File: src/rtl/clause_row_if.sv
// rtl/clause_row_if.sv - implication/conflict handshake between a clause row and the base cells
//
// Purpose : bundles the valid/ready handshake and the per-slot value bus that a
//           clause row drives towards the variable base cells.
// Ports   : imp_valid_o  - implication or conflict mark presented (clause row -> cells)
//           imp_ready_i  - cells accept the presented value        (cells -> clause row)
//           var_value_o  - 2 bits per slot: 00 none, 10 true, 01 false, 11 conflict
// Modports: master = clause row, slave = consumer.
interface clause_row_if #(
   parameter int NUM_LIT = 8
);
   logic                   imp_valid_o;
   logic                   imp_ready_i;
   logic [2*NUM_LIT-1:0]   var_value_o;

   modport master (
      output imp_valid_o,
      output var_value_o,
      input  imp_ready_i
   );

   modport slave (
      input  imp_valid_o,
      input  var_value_o,
      output imp_ready_i
   );
endinterface

File: src/rtl/clause_row.sv
// rtl/clause_row.sv - one clause of a hardware SAT engine: evaluate, imply a unit literal or flag a conflict
//
// Purpose : holds the literal polarities of one clause, evaluates it against the
//           current variable values and either reports sat/undecided, drives the
//           single remaining free literal as an implication, or marks a conflict.
// Ports   : clk, rst          - clock, synchronous active-low reset
//           wr_i, var_value_i - load polarities (IDLE only) / per-slot variable values
//           start_i           - begin one evaluation pass
//           imp               - clause_row_if.master: imp_valid_o, imp_ready_i, var_value_o
//           done_o            - one-cycle end-of-pass pulse
//           sat_o, unit_o, conflict_o, free_cnt_o - results, updated in DONE
//           bt_i, bt_level_i, cur_level_i - backtrack strobe and decision levels
// Option  : CLAUSE_ROW_LEVEL_EN - store the decision level of each implication so a
//           backtrack only clears implications made above bt_level_i. Undefined:
//           every backtrack clears all implied flags and the level inputs are unused.
module clause_row #(
   parameter  int NUM_LIT = 8,
   parameter  int LVL_W   = 4,
   localparam int CNT_W   = $clog2(NUM_LIT + 1),
   localparam int IDX_W   = $clog2(NUM_LIT)
) (
   input  logic                 clk,
   input  logic                 rst,
   input  logic                 wr_i,
   input  logic [2*NUM_LIT-1:0] var_value_i,
   input  logic                 start_i,
   clause_row_if.master         imp,
   output logic                 done_o,
   output logic                 sat_o,
   output logic                 unit_o,
   output logic                 conflict_o,
   output logic [CNT_W-1:0]     free_cnt_o,
   input  logic                 bt_i,
   input  logic [LVL_W-1:0]     bt_level_i,
   input  logic [LVL_W-1:0]     cur_level_i
);

   typedef enum logic [2:0] {IDLE, EVAL, IMPLY, CONFL, DONE} state_t;

   state_t                    state, state_n, eval_tgt;
   logic [NUM_LIT-1:0][1:0]   pol;
   logic [NUM_LIT-1:0]        imp_flag;
   logic [IDX_W-1:0]          idx_r, idx_c;
   logic [CNT_W-1:0]          cnt_r, cnt_c;
   logic                      res_sat, res_unit, res_confl;
   logic                      sat_c, part_c, iconf_c, found_c;
   logic [2*NUM_LIT-1:0]      vv;

`ifdef CLAUSE_ROW_LEVEL_EN
   logic [NUM_LIT-1:0][LVL_W-1:0] lvl;
`else
   logic unused_levels;
   assign unused_levels = ^{bt_level_i, cur_level_i};
`endif

   // Clause evaluation against the live variable values; only registered in EVAL.
   always_comb begin
      sat_c   = 1'b0;
      part_c  = 1'b0;
      iconf_c = 1'b0;
      found_c = 1'b0;
      cnt_c   = '0;
      idx_c   = '0;
      for (int i = 0; i < NUM_LIT; i++) begin
         if (pol[i] != 2'b00) begin
            part_c = 1'b1;
            if (var_value_i[2*i +: 2] == pol[i])
               sat_c = 1'b1;
            if (var_value_i[2*i +: 2] == 2'b00) begin
               cnt_c = cnt_c + CNT_W'(1);
               if (!found_c) begin
                  idx_c   = IDX_W'(i);
                  found_c = 1'b1;
               end
            end
         end
         // A literal this row implied that has since been marked conflicting
         // overrides every other outcome.
         if (imp_flag[i] && var_value_i[2*i +: 2] == 2'b11)
            iconf_c = 1'b1;
      end
   end

   always_comb begin
      eval_tgt = CONFL;
      if (iconf_c)
         eval_tgt = CONFL;
      else if (!part_c || sat_c || cnt_c >= CNT_W'(2))
         eval_tgt = DONE;
      else if (cnt_c == CNT_W'(1))
         eval_tgt = IMPLY;

      state_n = state;
      case (state)
         IDLE:    if (start_i) state_n = EVAL;
         EVAL:    state_n = eval_tgt;
         IMPLY:   if (imp.imp_ready_i) state_n = DONE;
         CONFL:   if (imp.imp_ready_i) state_n = DONE;
         DONE:    state_n = IDLE;
         default: state_n = IDLE;
      endcase
      if (bt_i && state != IDLE)
         state_n = IDLE;
   end

   // Presented values depend only on pol (frozen outside IDLE) and idx_r
   // (frozen outside EVAL), so they hold while the consumer stalls.
   always_comb begin
      vv = '0;
      for (int i = 0; i < NUM_LIT; i++) begin
         if (state == IMPLY && IDX_W'(i) == idx_r)
            vv[2*i +: 2] = pol[i];
         if (state == CONFL && pol[i] != 2'b00)
            vv[2*i +: 2] = 2'b11;
      end
   end

   assign imp.var_value_o = vv;
   assign imp.imp_valid_o = (state == IMPLY) || (state == CONFL);
   assign done_o          = (state == DONE);

   always_ff @(posedge clk) begin
      if (!rst) begin
         state      <= IDLE;
         pol        <= '0;
         imp_flag   <= '0;
         idx_r      <= '0;
         cnt_r      <= '0;
         res_sat    <= 1'b0;
         res_unit   <= 1'b0;
         res_confl  <= 1'b0;
         sat_o      <= 1'b0;
         unit_o     <= 1'b0;
         conflict_o <= 1'b0;
         free_cnt_o <= '0;
`ifdef CLAUSE_ROW_LEVEL_EN
         lvl        <= '0;
`endif
      end else begin
         state <= state_n;

         if (state == IDLE && wr_i) begin
            for (int i = 0; i < NUM_LIT; i++)
               pol[i] <= (var_value_i[2*i +: 2] == 2'b11) ? 2'b00 : var_value_i[2*i +: 2];
            imp_flag <= '0;
         end

         if (state == EVAL) begin
            idx_r     <= idx_c;
            cnt_r     <= cnt_c;
            res_sat   <= sat_c && !iconf_c;
            res_unit  <= (eval_tgt == IMPLY);
            res_confl <= (eval_tgt == CONFL);
         end

         // Backtrack takes precedence over an accept in the same cycle.
         if (bt_i) begin
`ifdef CLAUSE_ROW_LEVEL_EN
            for (int i = 0; i < NUM_LIT; i++)
               if (lvl[i] > bt_level_i)
                  imp_flag[i] <= 1'b0;
`else
            imp_flag <= '0;
`endif
         end else if (state == IMPLY && imp.imp_ready_i) begin
            imp_flag[idx_r] <= 1'b1;
`ifdef CLAUSE_ROW_LEVEL_EN
            lvl[idx_r]      <= cur_level_i;
`endif
         end

         if (state == DONE) begin
            sat_o      <= res_sat;
            unit_o     <= res_unit;
            conflict_o <= res_confl;
            free_cnt_o <= cnt_r;
         end
      end
   end

endmodule

File: src/flat_wrapper.sv
// flat-port wrapper written by rule: the top's interface ports become plain ports
module clause_row_flat 
#(
   parameter  int NUM_LIT = 8,
   parameter  int LVL_W   = 4,
   localparam int CNT_W   = $clog2(NUM_LIT + 1),
   localparam int IDX_W   = $clog2(NUM_LIT)
)
  (clk, rst, wr_i, var_value_i, start_i, done_o, sat_o, unit_o, conflict_o, free_cnt_o, bt_i, bt_level_i, cur_level_i, imp_imp_valid_o, imp_var_value_o, imp_imp_ready_i);
  clause_row_if #(.NUM_LIT(NUM_LIT)) imp_i ();
  input  logic clk;
  input  logic rst;
  input  logic wr_i;
  input  logic [2*NUM_LIT-1:0] var_value_i;
  input  logic start_i;
  output logic done_o;
  output logic sat_o;
  output logic unit_o;
  output logic conflict_o;
  output logic [CNT_W-1:0] free_cnt_o;
  input  logic bt_i;
  input  logic [LVL_W-1:0] bt_level_i;
  input  logic [LVL_W-1:0] cur_level_i;
  output wire logic [$bits(imp_i.imp_valid_o)-1:0] imp_imp_valid_o;
  output wire logic [$bits(imp_i.var_value_o)-1:0] imp_var_value_o;
  input wire logic [$bits(imp_i.imp_ready_i)-1:0] imp_imp_ready_i;
  assign imp_imp_valid_o = imp_i.imp_valid_o;
  assign imp_var_value_o = imp_i.var_value_o;
  assign imp_i.imp_ready_i = imp_imp_ready_i;
  clause_row #(.NUM_LIT(NUM_LIT), .LVL_W(LVL_W)) u_core (.clk(clk), .rst(rst), .wr_i(wr_i), .var_value_i(var_value_i), .start_i(start_i), .imp(imp_i), .done_o(done_o), .sat_o(sat_o), .unit_o(unit_o), .conflict_o(conflict_o), .free_cnt_o(free_cnt_o), .bt_i(bt_i), .bt_level_i(bt_level_i), .cur_level_i(cur_level_i));
endmodule
File: config.mk
export PLATFORM = sky130hd
export DESIGN_NAME = clause_row_flat
export DESIGN_NICKNAME = d
export VERILOG_FILES = /design/src/rtl/clause_row_if.sv /design/src/rtl/clause_row.sv /design/src/flat_wrapper.sv
export SDC_FILE = /design/constraint.sdc
export NUM_CORES = 1
export LEC_CHECK = 0
export CAP_MARGIN = 20
export CORE_ASPECT_RATIO = 1.5
export CORE_MARGIN = 1.5
export CORE_UTILIZATION = 48
export CTS_CLUSTER_DIAMETER = 60
export CTS_CLUSTER_SIZE = 40
export DETAILED_ROUTE_END_ITERATION = 10
export PLACE_DENSITY = 0.79
export SYNTH_ARGS = -nofsm -noshare
export SYNTH_HDL_FRONTEND = slang
export SYNTH_SLANG_ARGS = --single-unit
export TNS_END_PERCENT = 5
File: constraint.sdc
create_clock -name clk -period 5.75 [get_ports clk]
set_clock_uncertainty 0.05 [all_clocks]
set_input_delay 1.15 -clock clk [delete_from_list [all_inputs] [get_ports clk]]
set_output_delay 1.15 -clock clk [all_outputs]
set_load 0.01 [all_outputs]
Word-level counts from Yosys, hierarchy flattened. Cells that the tools add are included.

Bits in registers: 44.

$add $sub $neg: 7. Order comparisons: 3. Equal/unequal tests: 32. Mux-type cells: 118. Bitwise logic cells: 2. Reductions and logical operators: 57.

Operators by type and width (count): $mux W3 (24); $mux W4 (15); $mux W1 (50); $mux W2 (24); $logic_and A1 B1 Y1 (29); $add A4 B1 Y4 const B (7); $mux W8 (3); $eq A2 B2 Y1 (8); $eq A2 B2 Y1 const B (8); $logic_not A2 Y1 (8); $reduce_bool A2 Y1 (8); $eq A3 B2 Y1 const B (4); $eq A3 B3 Y1 const A (4); $pmux W3 S3 (1); $or A8 B8 Y8 (1); $eq A2 B3 Y1 const A (2); $logic_not A3 Y1 (2); $reduce_or A2 Y1 (3); $eq A4 B1 Y1 const B (1); $ge A4 B2 Y1 const B (1); $lt A3 B4 Y1 const B (1); $demux W1 S3 (1); $eq A1 B3 Y1 const A (1); $eq A3 B1 Y1 const B (1); other kinds (9) (12).

Depth between registers and ports, before layout. Gate-level depths: netlist (run 1).

Depth after elaboration: 29. Depth in mapped cells: 28. Depth with buffers taken out: 28.

Worst setup path before layout (run 1). No wires, ideal clock.

Path kind: input -> register. Start: input port var_value_i[3]. End: register u_core.state[0]. Setup time: 127 ps. Data arrival time: 5739 ps. Data required time: 5573 ps. Setup slack: -165 ps. Cell stages on the path: 28. Buffers on the path: 0. Cells stage by stage: or2_2 -> inv_1 -> ha_1 -> o21ai_0 -> o41a_1 -> inv_1 -> ha_1 -> mux2i_1 -> inv_1 -> ha_1 -> o21ai_0 -> inv_1 -> ha_1 -> nand2_1 -> o21ai_0 -> ha_1 -> nand2_1 -> a32oi_1 -> ha_1 -> mux2_2 -> ha_1 -> nand2_1 -> xnor2_1 -> xnor2_1 -> and4_1 -> and2_1 -> a21oi_1 -> o32ai_1.

Cells in the longest elaborated chain, start to end: 26. Elaborated cells between the ends (all ways): 53.

RTL lines: start, declared (RTL line flat_wrapper.sv:14) `input logic [2*NUM_LIT-1:0] var_value_i;`; $logic_not A2 Y1 (RTL line clause_row.sv:69) `if (var_value_i[2*i +: 2] == 2'b00) begin`; $mux W4 (RTL line clause_row.sv:69); $mux W4 (RTL line clause_row.sv:65) `if (pol[i] != 2'b00) begin`; $add A4 B1 Y4 (RTL line clause_row.sv:70) `cnt_c = cnt_c + CNT_W'(1);`; $mux W4 (RTL line clause_row.sv:69); $mux W4 (RTL line clause_row.sv:65); $add A4 B1 Y4 (RTL line clause_row.sv:70); $mux W4 (RTL line clause_row.sv:69); [... 10 more ...]; $add A4 B1 Y4 (RTL line clause_row.sv:70); $mux W4 (RTL line clause_row.sv:69); $mux W4 (RTL line clause_row.sv:65); $ge A4 B2 Y1 / $eq A4 B1 Y1 (equally long branches) (RTL line clause_row.sv:88, clause_row.sv:90); $logic_or A1 B1 Y1 / $mux W1 (equally long branches) (RTL line clause_row.sv:88, clause_row.sv:90); $mux W3 (RTL line clause_row.sv:88) `else if (!part_c || sat_c || cnt_c >= CNT_W'(2))`; $mux W3 * (RTL line clause_row.sv:86) `if (iconf_c)`; $pmux W3 S3 * (RTL line clause_row.sv:94) `case (state)`; end signal, assigned (RTL line clause_row.sv:140) `state <= state_n;`; end, declared (RTL line clause_row.sv:40) `state_t state, state_n, eval_tgt;`.

Every way passes the cells marked *; elsewhere a longest branch is shown, timed or not. A chain may end at the register's enable or synchronous reset.

Worst setup path in the final report (run 1).
Start: input port var_value_i[2]. End: register u_core.state[0].

The elaborated chain is that of the path after synthesis.

==> results of run 1 <==
## critical path, delay by kind of cell
family | cells | cell delay [ns]
AOI/OAI and AO/OA | 7 | 0.95
xor gates and xnor gates | 2 | 0.23
adders and majority gates | 7 | 1.61
buffers and inverters | 5 | 0.50
muxes | 2 | 0.44
and+or+nand+nor | 6 | 0.83
## final timing paths
check | to | slack [ns] | cells past startpoint
worst min register to register | u_core.free_cnt_o[2]$_SDFFE_PN0P_ | 0.41 | 2
worst min-delay path | u_core.free_cnt_o[2]$_SDFFE_PN0P_ | 0.41 | 2
worst max register to register | u_core.state[0]$_SDFFE_PP0P_ | 0.83 | 28
worst max-delay path | u_core.state[0]$_SDFFE_PP0P_ | 0.16 | 29
## layer usage
| metal | track usage | wire length (um) | vias up |
|---|---|---|---|
| met2 | 0.510 | 4930 | 130 |
| met1 | 0.327 | 3600 | 1579 |
| met3 | 0.0335 | 425 | 28 |
| li1 | - | - | 1605 |
| met4 | 0.143 | 386 | 0 |
| met5 | 0 | 0 | - |
## state kept, by name (all words and copies together), names as in the netlist
register / flops
u_core.cnt_r: 4
u_core.conflict_o: 1
u_core.free_cnt_o: 4
u_core.idx_r: 3
u_core.imp_flag: 8
u_core.pol: 16
u_core.res_confl: 1
u_core.res_sat: 1
u_core.res_unit: 1
u_core.sat_o: 1
u_core.state: 3
u_core.unit_o: 1
## layout make-up
type	count	area (um2)
multi-input combinational	328	2190
fill	540	1990
clock inverter	2	38.8
inverter	10	37.5
sequential	44	881
tap	74	92.6
timing repair buffer	91	817
clock buffer	6	82.6
## synthesized netlist by cell type (3+ instances only)
master | instances | share of area
a22oi_1 | 6 | 0.015
a32oi_1 | 4 | 0.011
xnor2_1 | 18 | 0.052
o31ai_1 | 3 | 0.0074
ha_1 | 9 | 0.037
or3_1 | 4 | 0.0082
nand2_1 | 50 | 0.061
a21oi_1 | 40 | 0.066
nor4bb_1 | 9 | 0.029
o21ai_1 | 4 | 0.0066
dfxtp_1 | 44 | 0.29
clkbuf_1 | 17 | 0.021
nor2b_1 | 3 | 0.0061
and2_1 | 6 | 0.012
nor4_1 | 4 | 0.0082
nor3_1 | 12 | 0.020
nand4_1 | 6 | 0.012
nor2_1 | 50 | 0.061
inv_1 | 9 | 0.011
nor3b_1 | 18 | 0.044
a22o_1 | 10 | 0.029
a211oi_1 | 3 | 0.0074
nand3_1 | 23 | 0.038
o21ai_0 | 8 | 0.013
nand3b_1 | 3 | 0.0074
## timing repair
action | CTS | global route
gates resized for setup | 19 | 10
gates cloned | 0 | 0
setup buffers | 15 | 1
hold buffers | 0 | 0
pin swaps | 13 | 8
setup endpoints to repair | 8 | 5
## kinds of logic (layout without fill, tap and decap cells)
group / after synthesis / in the layout / synth area share
simple gates: 200 / 200 / 0.338
compound gates: 91 / 91 / 0.191
flops: 44 / 44 / 0.288
buf+inv: 28 / 109 / 0.0344
xor+xnor: 25 / 25 / 0.100
fa+ha+maj: 9 / 9 / 0.0369
mux: 3 / 3 / 0.0102
## power breakdown
| group | internal (uW) | leakage [uW] | total (uW) | switching, uW |
|---|---|---|---|---|
| Combinational | 169 | 0.00117 | 384 | 215 |
| Sequential | 332 | 0.000357 | 373 | 40.7 |
| Clock | 142 | 0.0000614 | 257 | 115 |
## through the flow
stage	util	setup slack (ns)	total power [uW]	cells
global placement	0.614	-0.617	705	529
finish	0.675	0.158	1010	555
detailed placement	0.618	-0.763	731	530
global route	0.675	-0.0252	1070	555
floorplan	-	0.0144	601	400
CTS	0.665	0.132	1000	553
==> results.sh, run 1 <==
export IMPL_status="finished clean"
export IMPL_grt_usage=0.287
export IMPL_slew_limit_headroom=0.301
export IMPL_vias_per_cell=6.02
export IMPL_wirelength_mm=9.34
export IMPL_wl_per_cell_um=16.8
export IMPL_num_vias=3342
export IMPL_areaGrowthSynthToFinish_pct=35.5
export IMPL_setup_viol=0
export IMPL_port_buffers=46
export IMPL_syn_area_per_cell_um2=7.64
export IMPL_synth_nets=439
export IMPL_antennaDiodeCount=0
export IMPL_cts_tree="done"
export IMPL_drc=0
export IMPL_ys_seq_elements=44
export IMPL_die_area_um2=6860
export IMPL_layout_nets=519
export IMPL_synth_ff_type="dfxtp_1"
export IMPL_cts_sinks=44
export IMPL_grt_pass1_wl_mm=15.1
export IMPL_p_leak_uw=0.00159
export IMPL_period_needed_ns=5.59
export IMPL_setup_worst_path_start="var_value_i[2]"
export IMPL_critical_path_slowest_cell="ha_1"
export IMPL_finalCritPeriodShare=0.973
export IMPL_syn_area_um2=3050
export IMPL_power_density_nw_per_um2=245
export IMPL_reg2reg_from="u_core.pol[0]$_SDFFE_PN0P_"
export IMPL_crit_arrival_ns=5.70
export IMPL_start_kind="input port"
export IMPL_yosysSeqAreaShare=0.288
export IMPL_grt_pass1_vias=3240
export IMPL_drt_iter0_drc=264
export IMPL_finalHoldViolations=0
export IMPL_ant_nets=0
export IMPL_maxCapViolCount=0
export IMPL_die_w_um=68.1
export IMPL_hold_class="register to register"
export IMPL_chipHeight_um=101
export IMPL_dp_hpwl_mm=6.84
export IMPL_fmax_mhz=179
export IMPL_ios=55
export IMPL_async_flop_share=0
export IMPL_layout_commonest_cell="nor2_1"
export IMPL_grt_overflow_total=0
export IMPL_cp_max_fo=2
export IMPL_postPlaceCellArea_um2=3790
export IMPL_peakVddDrop_mv=0.129
export IMPL_path_clk_slew_ns=0.09
export IMPL_grt_max_degree=33
export IMPL_fp_coreArea_um2=6130
export IMPL_drv_slew=0
export IMPL_hp_start="u_core.free_cnt_o[2]$_SDFFE_PN0P_"
export IMPL_synth_edff_count=0
export IMPL_cts_made_buffers=5
export IMPL_root_buffer="clkbuf_8"
export IMPL_stdcell_area_um2=4140
export IMPL_initial_core_util=0.498
export IMPL_dr_pass1_iters=6
export IMPL_tightest_slew_ns=1.05
export IMPL_htree_levels=2
export IMPL_clkLatencyLatePin_ns=0.30
export IMPL_gp_congestion=0.926
export IMPL_synth_cell_types=53
export IMPL_num_rows=35
export IMPL_worstSetupPathType="input port to register"
export IMPL_max_stage_delay_ns=0.29
export IMPL_cts_buffer_depth=2
export IMPL_hold_ws_ns=0.406
export IMPL_final_cell_mix="nor2_1 (50), nand2_1 (46), dfxtp_1 (44)"
export IMPL_antenna_found_initial=0
export IMPL_yosysWarnings=0
export IMPL_worstPathRequired_ns=5.86
export IMPL_drive_above_1_share=0.168
export IMPL_synthCells=400
export IMPL_setup_tns_final_ns=0
export IMPL_cp_end_kind="register"
Power figures use the tool's default switching activity.
==> run 2: changes to the inputs <==
SKIP_LAST_GASP = 1   (was not set)
==> results of run 2 <==
Same layout as run 1: the final DEF is identical, and so are final timing and power.
